File: config.mk
export PLATFORM = sky130hd
export DESIGN_NAME = splio_rx
export DESIGN_NICKNAME = d
export VERILOG_FILES = /design/src/rtl/splio_rx_pkg.sv /design/src/rtl/splio_rx_sync_edge.sv /design/src/rtl/splio_rx.sv
export SDC_FILE = /design/constraint.sdc
export NUM_CORES = 1
export LEC_CHECK = 0
export CORE_AREA = 2 2 84 86
export DETAILED_ROUTE_END_ITERATION = 10
export DIE_AREA = 0 0 86 88
export GPL_TIMING_DRIVEN = 1
export PLACE_DENSITY = 0.78
export SLEW_MARGIN = 5
export SYNTH_ARGS = -nofsm -noshare
export SYNTH_HDL_FRONTEND = slang
export SYNTH_SLANG_ARGS = --single-unit
File: constraint.sdc
create_clock -name clk -period 2.45 [get_ports clk]
set_clock_uncertainty 0.15 [all_clocks]
set_input_delay 0.49 -clock clk [delete_from_list [all_inputs] [get_ports clk]]
set_output_delay 0.49 -clock clk [all_outputs]
set_load 0.01 [all_outputs]
File: src/rtl/splio_rx_pkg.sv
// Shared constants and state encoding for the SPLIO LED-chain receiver.
package splio_rx_pkg;

    localparam int SPLIO_WIDTH = 32;

    // First bit on the wire ends up in the MSB of the parallel word.
    localparam bit MSB_FIRST = 1'b1;

    typedef enum logic [1:0] {
        ST_IDLE  = 2'd0,
        ST_SHIFT = 2'd1,
        ST_LATCH = 2'd2
    } state_t;

    // Counter increment that sticks at lim.
    function automatic logic [5:0] sat_inc(input logic [5:0] v, input logic [5:0] lim);
        return (v >= lim) ? lim : v + 6'd1;
    endfunction

endpackage

File: src/rtl/splio_rx_sync_edge.sv
// Multi-flop synchroniser for one asynchronous pin plus a single-flop rise detector.
module splio_rx_sync_edge #(
    parameter int SYNC_STAGES = 2,
    parameter bit RST_VAL     = 1'b0
) (
    input  logic clk,
    input  logic rst,
    input  logic din,
    output logic level,
    output logic rise
);

    logic [SYNC_STAGES-1:0] sync_q;
    logic                   prev_q;

    // Sync chain and previous-level flop; reset to the pin's idle level so release makes no edge.
    always_ff @(posedge clk or negedge rst) begin
        if (!rst) begin
            sync_q <= {SYNC_STAGES{RST_VAL}};
            prev_q <= RST_VAL;
        end else begin
            sync_q <= {sync_q[SYNC_STAGES-2:0], din};
            prev_q <= sync_q[SYNC_STAGES-1];
        end
    end

    assign level = sync_q[SYNC_STAGES-1];
    assign rise  = level & ~prev_q;

endmodule

File: src/rtl/splio_rx.sv
// Receiver for the SPLIO serial LED stream: rebuilds the shifted parallel word and flags bad frames.
//
// state    | meaning
// ST_IDLE  | no bits received since last latch / clear
// ST_SHIFT | collecting bits, waiting for LED_PEN rise
// ST_LATCH | frame just latched; data_valid high for this one cycle
module splio_rx
    import splio_rx_pkg::*;
#(
    parameter int WIDTH       = SPLIO_WIDTH,
    parameter int SYNC_STAGES = 2
) (
    input  logic             clk,
    input  logic             rst,
    input  logic             led_clk,
    input  logic             led_sout,
    input  logic             led_clrn,
    input  logic             LED_PEN,
    output logic [WIDTH-1:0] P_Data,
    output logic             data_valid,
    output logic             frame_err,
    output logic [5:0]       bit_cnt
);

    localparam logic [5:0] CNT_FULL = 6'(WIDTH);
    localparam logic [5:0] CNT_MAX  = 6'(WIDTH + 1);

    state_t                 state;
    logic [WIDTH-1:0]       shift_reg;
    logic [WIDTH-1:0]       shift_next;
    logic [5:0]             cnt_next;
    logic [SYNC_STAGES-1:0] sout_q;
    logic                   sout_sync;
    logic                   clk_lvl, clk_rise;
    logic                   pen_lvl, pen_rise;
    logic                   clrn_lvl, clrn_rise;
    logic                   unused_ok;

    splio_rx_sync_edge #(.SYNC_STAGES(SYNC_STAGES), .RST_VAL(1'b0)) u_sync_clk (
        .clk(clk), .rst(rst), .din(led_clk), .level(clk_lvl), .rise(clk_rise)
    );

    splio_rx_sync_edge #(.SYNC_STAGES(SYNC_STAGES), .RST_VAL(1'b1)) u_sync_clrn (
        .clk(clk), .rst(rst), .din(led_clrn), .level(clrn_lvl), .rise(clrn_rise)
    );

    splio_rx_sync_edge #(.SYNC_STAGES(SYNC_STAGES), .RST_VAL(1'b0)) u_sync_pen (
        .clk(clk), .rst(rst), .din(LED_PEN), .level(pen_lvl), .rise(pen_rise)
    );

    assign unused_ok = &{1'b0, clk_lvl, pen_lvl, clrn_rise};

    // Data pin needs only a level synchroniser, same depth as the clock so they stay aligned.
    always_ff @(posedge clk or negedge rst) begin
        if (!rst) sout_q <= '0;
        else      sout_q <= {sout_q[SYNC_STAGES-2:0], led_sout};
    end

    assign sout_sync  = sout_q[SYNC_STAGES-1];
    assign shift_next = MSB_FIRST ? {shift_reg[WIDTH-2:0], sout_sync}
                                  : {sout_sync, shift_reg[WIDTH-1:1]};
    assign cnt_next   = sat_inc(bit_cnt, CNT_MAX);

    // Frame FSM; the latch happens on the edge entering ST_LATCH so a same-cycle bit is included.
    always_ff @(posedge clk or negedge rst) begin
        if (!rst) begin
            state      <= ST_IDLE;
            shift_reg  <= '0;
            bit_cnt    <= '0;
            P_Data     <= '0;
            data_valid <= 1'b0;
            frame_err  <= 1'b0;
        end else begin
            data_valid <= 1'b0;
            if (!clrn_lvl) begin
                state     <= ST_IDLE;
                shift_reg <= '0;
                bit_cnt   <= '0;
                frame_err <= 1'b0;
            end else begin
                case (state)
                    ST_IDLE: begin
                        if (clk_rise) begin
                            shift_reg <= shift_next;
                            bit_cnt   <= cnt_next;
                            if (pen_rise) begin
                                P_Data     <= shift_next;
                                data_valid <= 1'b1;
                                frame_err  <= 1'b1;
                                state      <= ST_LATCH;
                            end else begin
                                state <= ST_SHIFT;
                            end
                        end else if (pen_rise) begin
                            frame_err <= 1'b1;
                        end
                    end
                    ST_SHIFT: begin
                        if (clk_rise) begin
                            shift_reg <= shift_next;
                            bit_cnt   <= cnt_next;
                        end
                        if (pen_rise) begin
                            P_Data     <= clk_rise ? shift_next : shift_reg;
                            data_valid <= 1'b1;
                            state      <= ST_LATCH;
                            if (clk_rise || bit_cnt != CNT_FULL) frame_err <= 1'b1;
                        end
                    end
                    ST_LATCH: begin
                        bit_cnt <= '0;
                        state   <= ST_IDLE;
                        if (clk_rise) frame_err <= 1'b1;
                    end
                    default: state <= ST_IDLE;
                endcase
            end
        end
    end

endmodule

==> metrics <==
max cap viols=0; largest net degree at the start of global routing=65; Critical Path Fanout Max=19; fillers=514; Area Overhead vs Synth=21.4%; initial antenna violation count=0; Final Hold Vio Count=0; r2r setup slk=0.26 ns; Post-Syn Area per Cell=12.1 um^2; pwr dens=972 nW/um^2; Seq/Total Area, Yosys=between 50% and 60%; part of the power in combinational logic=a little under a third; post-DP HPWL=4210 um; max-slew violation count=0; Post-CTS Setup Inserts=0; Starting Density=54.3%; DIE HEIGHT=88 um; outcome=completed; Die ar.=7570 um^2; final setup fails=0; Crit Reg-Reg Endpoint=shift_reg[15]; Clk pwr share=26.1%; post-synthesis instance area=3610 um^2; worst r2r src=state[0]; drt drc=0; Critical Path End Type=flip-flop; post-CTS sizing=0; RSZ-0062 raised after global routing=no; WL/cell=approximately 16 um; Slew HR=between 40% and 50%; CTS tree=done; Max clock buf depth=2; Via Count=2435; synth warn=0; number of synthesized flops with an enable pin=0; clock edge transition at the registers on the reported setup and hold paths=about 0.090 ns; layout cells sized above 1=10.6%; Peak VDD IR=slightly above 0.5 mV; commonest register cell after synthesis=dfrtp_1; router iterations before antenna repair=4; Clk Latency, worst-skew pair=between 0.3 and 0.4 ns; Synth Register Bits=84; top post-synthesis cells by area=dfrtp_1 (57%), mux2i_1 (8.9%), a22o_1 (8.0%); Slew @ Worst Pin=0.760 ns; DR iter-0 viols=approximately 150; setup_tns=0 ns; Total GRT Usage=between 10% and 20%; hold crit path type=reg2reg; internal power=0.00300 W; worst hold path startpoint=u_sync_pen.sync_q[0]; part of the power in registers=43.4%; RePlAce Congestion=~0.83; Final Critical Period=2.19 ns; drt total wl=roughly 6700 um; hold path cells=0; CTS Buf Count=9; Final Cycle Share=89.2%; DR vias/cell=5.68; core area=6640 um^2; Die Wd=86 um; critical path type=reg2reg; Hold Path Sink=u_sync_pen.sync_q[1]; final setup margin=0.264 ns; sw frac=between 20% and 30%; Finished Cell Area=4380 um^2; antenna-violating nets left=0; Post-DP Area=4150 um^2; Root Buffer=clkbuf_8; Reg2Reg Depth=7; io pins=46; Pleak=approximately 2.1 nW; ANT cells=0; vias in the first global route=2431; synth unique cells=38; Syn Inst Count=299; row count=30; Syn Nets=approximately 310; # clock sinks=84; fmax=between 0.4 and 0.5 GHz; CTS HTree Levels=3; first-pass GRT wire length=11600 um; nets@finish=359; Net Switching=0.00126 W; setup slack at placement=0.348 ns; Arr. time, crit path=2.33 ns; Post-synth ARST share=100%; Synth top area share=56.9%; GR Overflow Total=0; port buffer count=45; dominant cell type by area after synthesis=dfrtp_1; Startpoint Class=flip-flop; Data required, critical path=2.59 ns
==> worst max-delay path by stage <==
| stage | endpoint | cells after the start | from | slack, ns |
|---|---|---|---|---|
| 4_1_cts | shift_reg[15] | 7 | state[0] | 0.33 |
| 6_report | shift_reg[15] | 7 | state[0] | 0.26 |
| 2_1_floorplan | bit_cnt[3] | 7 | state[0] | 0.56 |
| 3_3_place_gp | bit_cnt[3] | 7 | state[0] | 0.40 |
| 5_1_grt | shift_reg[16] | 7 | state[0] | 0.14 |
| 3_5_place_dp | bit_cnt[3] | 7 | state[0] | 0.35 |
==> power groups by stage <==
stage | Combinational (W) | Clock [W] | Sequential, W
finish | 0.00130 | 0.00111 | 0.00185
global route | 0.00142 | 0.00118 | 0.00188
CTS | 0.00131 | 0.00113 | 0.00185
detailed placement | 0.00130 | 0 | 0.00188
global placement | 0.00127 | 0 | 0.00187
floorplan | 0.000474 | 0 | 0.00199
==> layout by cell type (no fill, tap or decap), types with 3 or more instances in the layout <==
| master | n |
|---|---|
| o21a_1 | 3 |
| nand3_1 | 3 |
| a22o_1 | 33 |
| dfrtp_1 | 82 |
| a211oi_1 | 3 |
| inv_1 | 7 |
| ha_1 | 8 |
| clkdlybuf4s50_1 | 44 |
| a21oi_1 | 39 |
| buf_12 | 3 |
| mux2i_1 | 32 |
| buf_4 | 6 |
| nor2_1 | 38 |
| clkbuf_8 | 10 |
==> what timing repair did <==
item                                   4_1_cts  5_1_grt
endpoints found under the hold margin       35        0
setup endpoints to repair                    0        0
hold buffers                                 1        0
==> area by class of cell <==
class                           count  area (um^2)  area share [%]
Clock buffer                       10          138            3.14
Clock inverter                      5         85.1            1.94
Sequential cell                    84         2100            48.1
Inverter                            7         26.3           0.600
Tap cell                           80          100            2.29
Timing Repair Buffer               54          556            12.7
Multi-Input combinational cell    189         1370            31.3
==> kinds of logic (layout without fill, tap and decap cells) <==
kind of cell | count (synthesis) | count (layout) | synth area share, %
AOI/OAI and AO/OA | 94 | 94 | 19.2
adders and majority gates | 8 | 8 | 2.78
buffers and inverters | 26 | 76 | 3.78
DFF | 84 | 84 | 58.4
muxes | 32 | 32 | 8.88
and+or+nand+nor | 55 | 55 | 6.97
==> synth_stat cells (2+ instances only) <==
| library cell | number |
|---|---|
| dfrtp_1 | 82 |
| nor2_1 | 40 |
| a21oi_1 | 39 |
| a22o_1 | 33 |
| mux2i_1 | 32 |
| buf_2 | 16 |
| ha_1 | 8 |
| inv_1 | 7 |
| a211oi_1 | 3 |
| nand3_1 | 3 |
| o21a_1 | 3 |
| a2111oi_2 | 2 |
| a21o_1 | 2 |
| buf_6 | 2 |
| dfstp_2 | 2 |
| nand2_1 | 2 |
| nand2b_1 | 2 |
==> worst max-delay path, stage by stage (launching register included) <==
cell and delay, ns:
dfrtp_1 0.41, inv_1 0.08, ha_1 0.21, nor2_1 0.13
nor2_1 0.07, nor2_2 0.58, buf_4 0.32, a22o_1 0.15
==> through the flow <==
step                instances  util (%)  hold slack, ns  total power, W
global placement          413      62.4           0.187         0.00314
floorplan                 299         -          0.0444         0.00247
detailed placement        413      62.4           0.186         0.00318
finish                    429      65.9           0.196         0.00425
CTS                       429      65.9           0.204         0.00429
global route              429      65.9           0.211         0.00448
==> routing by layer <==
layer	share of wire [%]	GRT usage (%)	vias up
met3	2.3	2.92	15
met1	47	26.4	1219
met4	2.5	10.1	0
met2	48	31.1	35
met5	0	0	-
li1	-	-	1166
No activity file was read; power rests on OpenSTA's default activity.
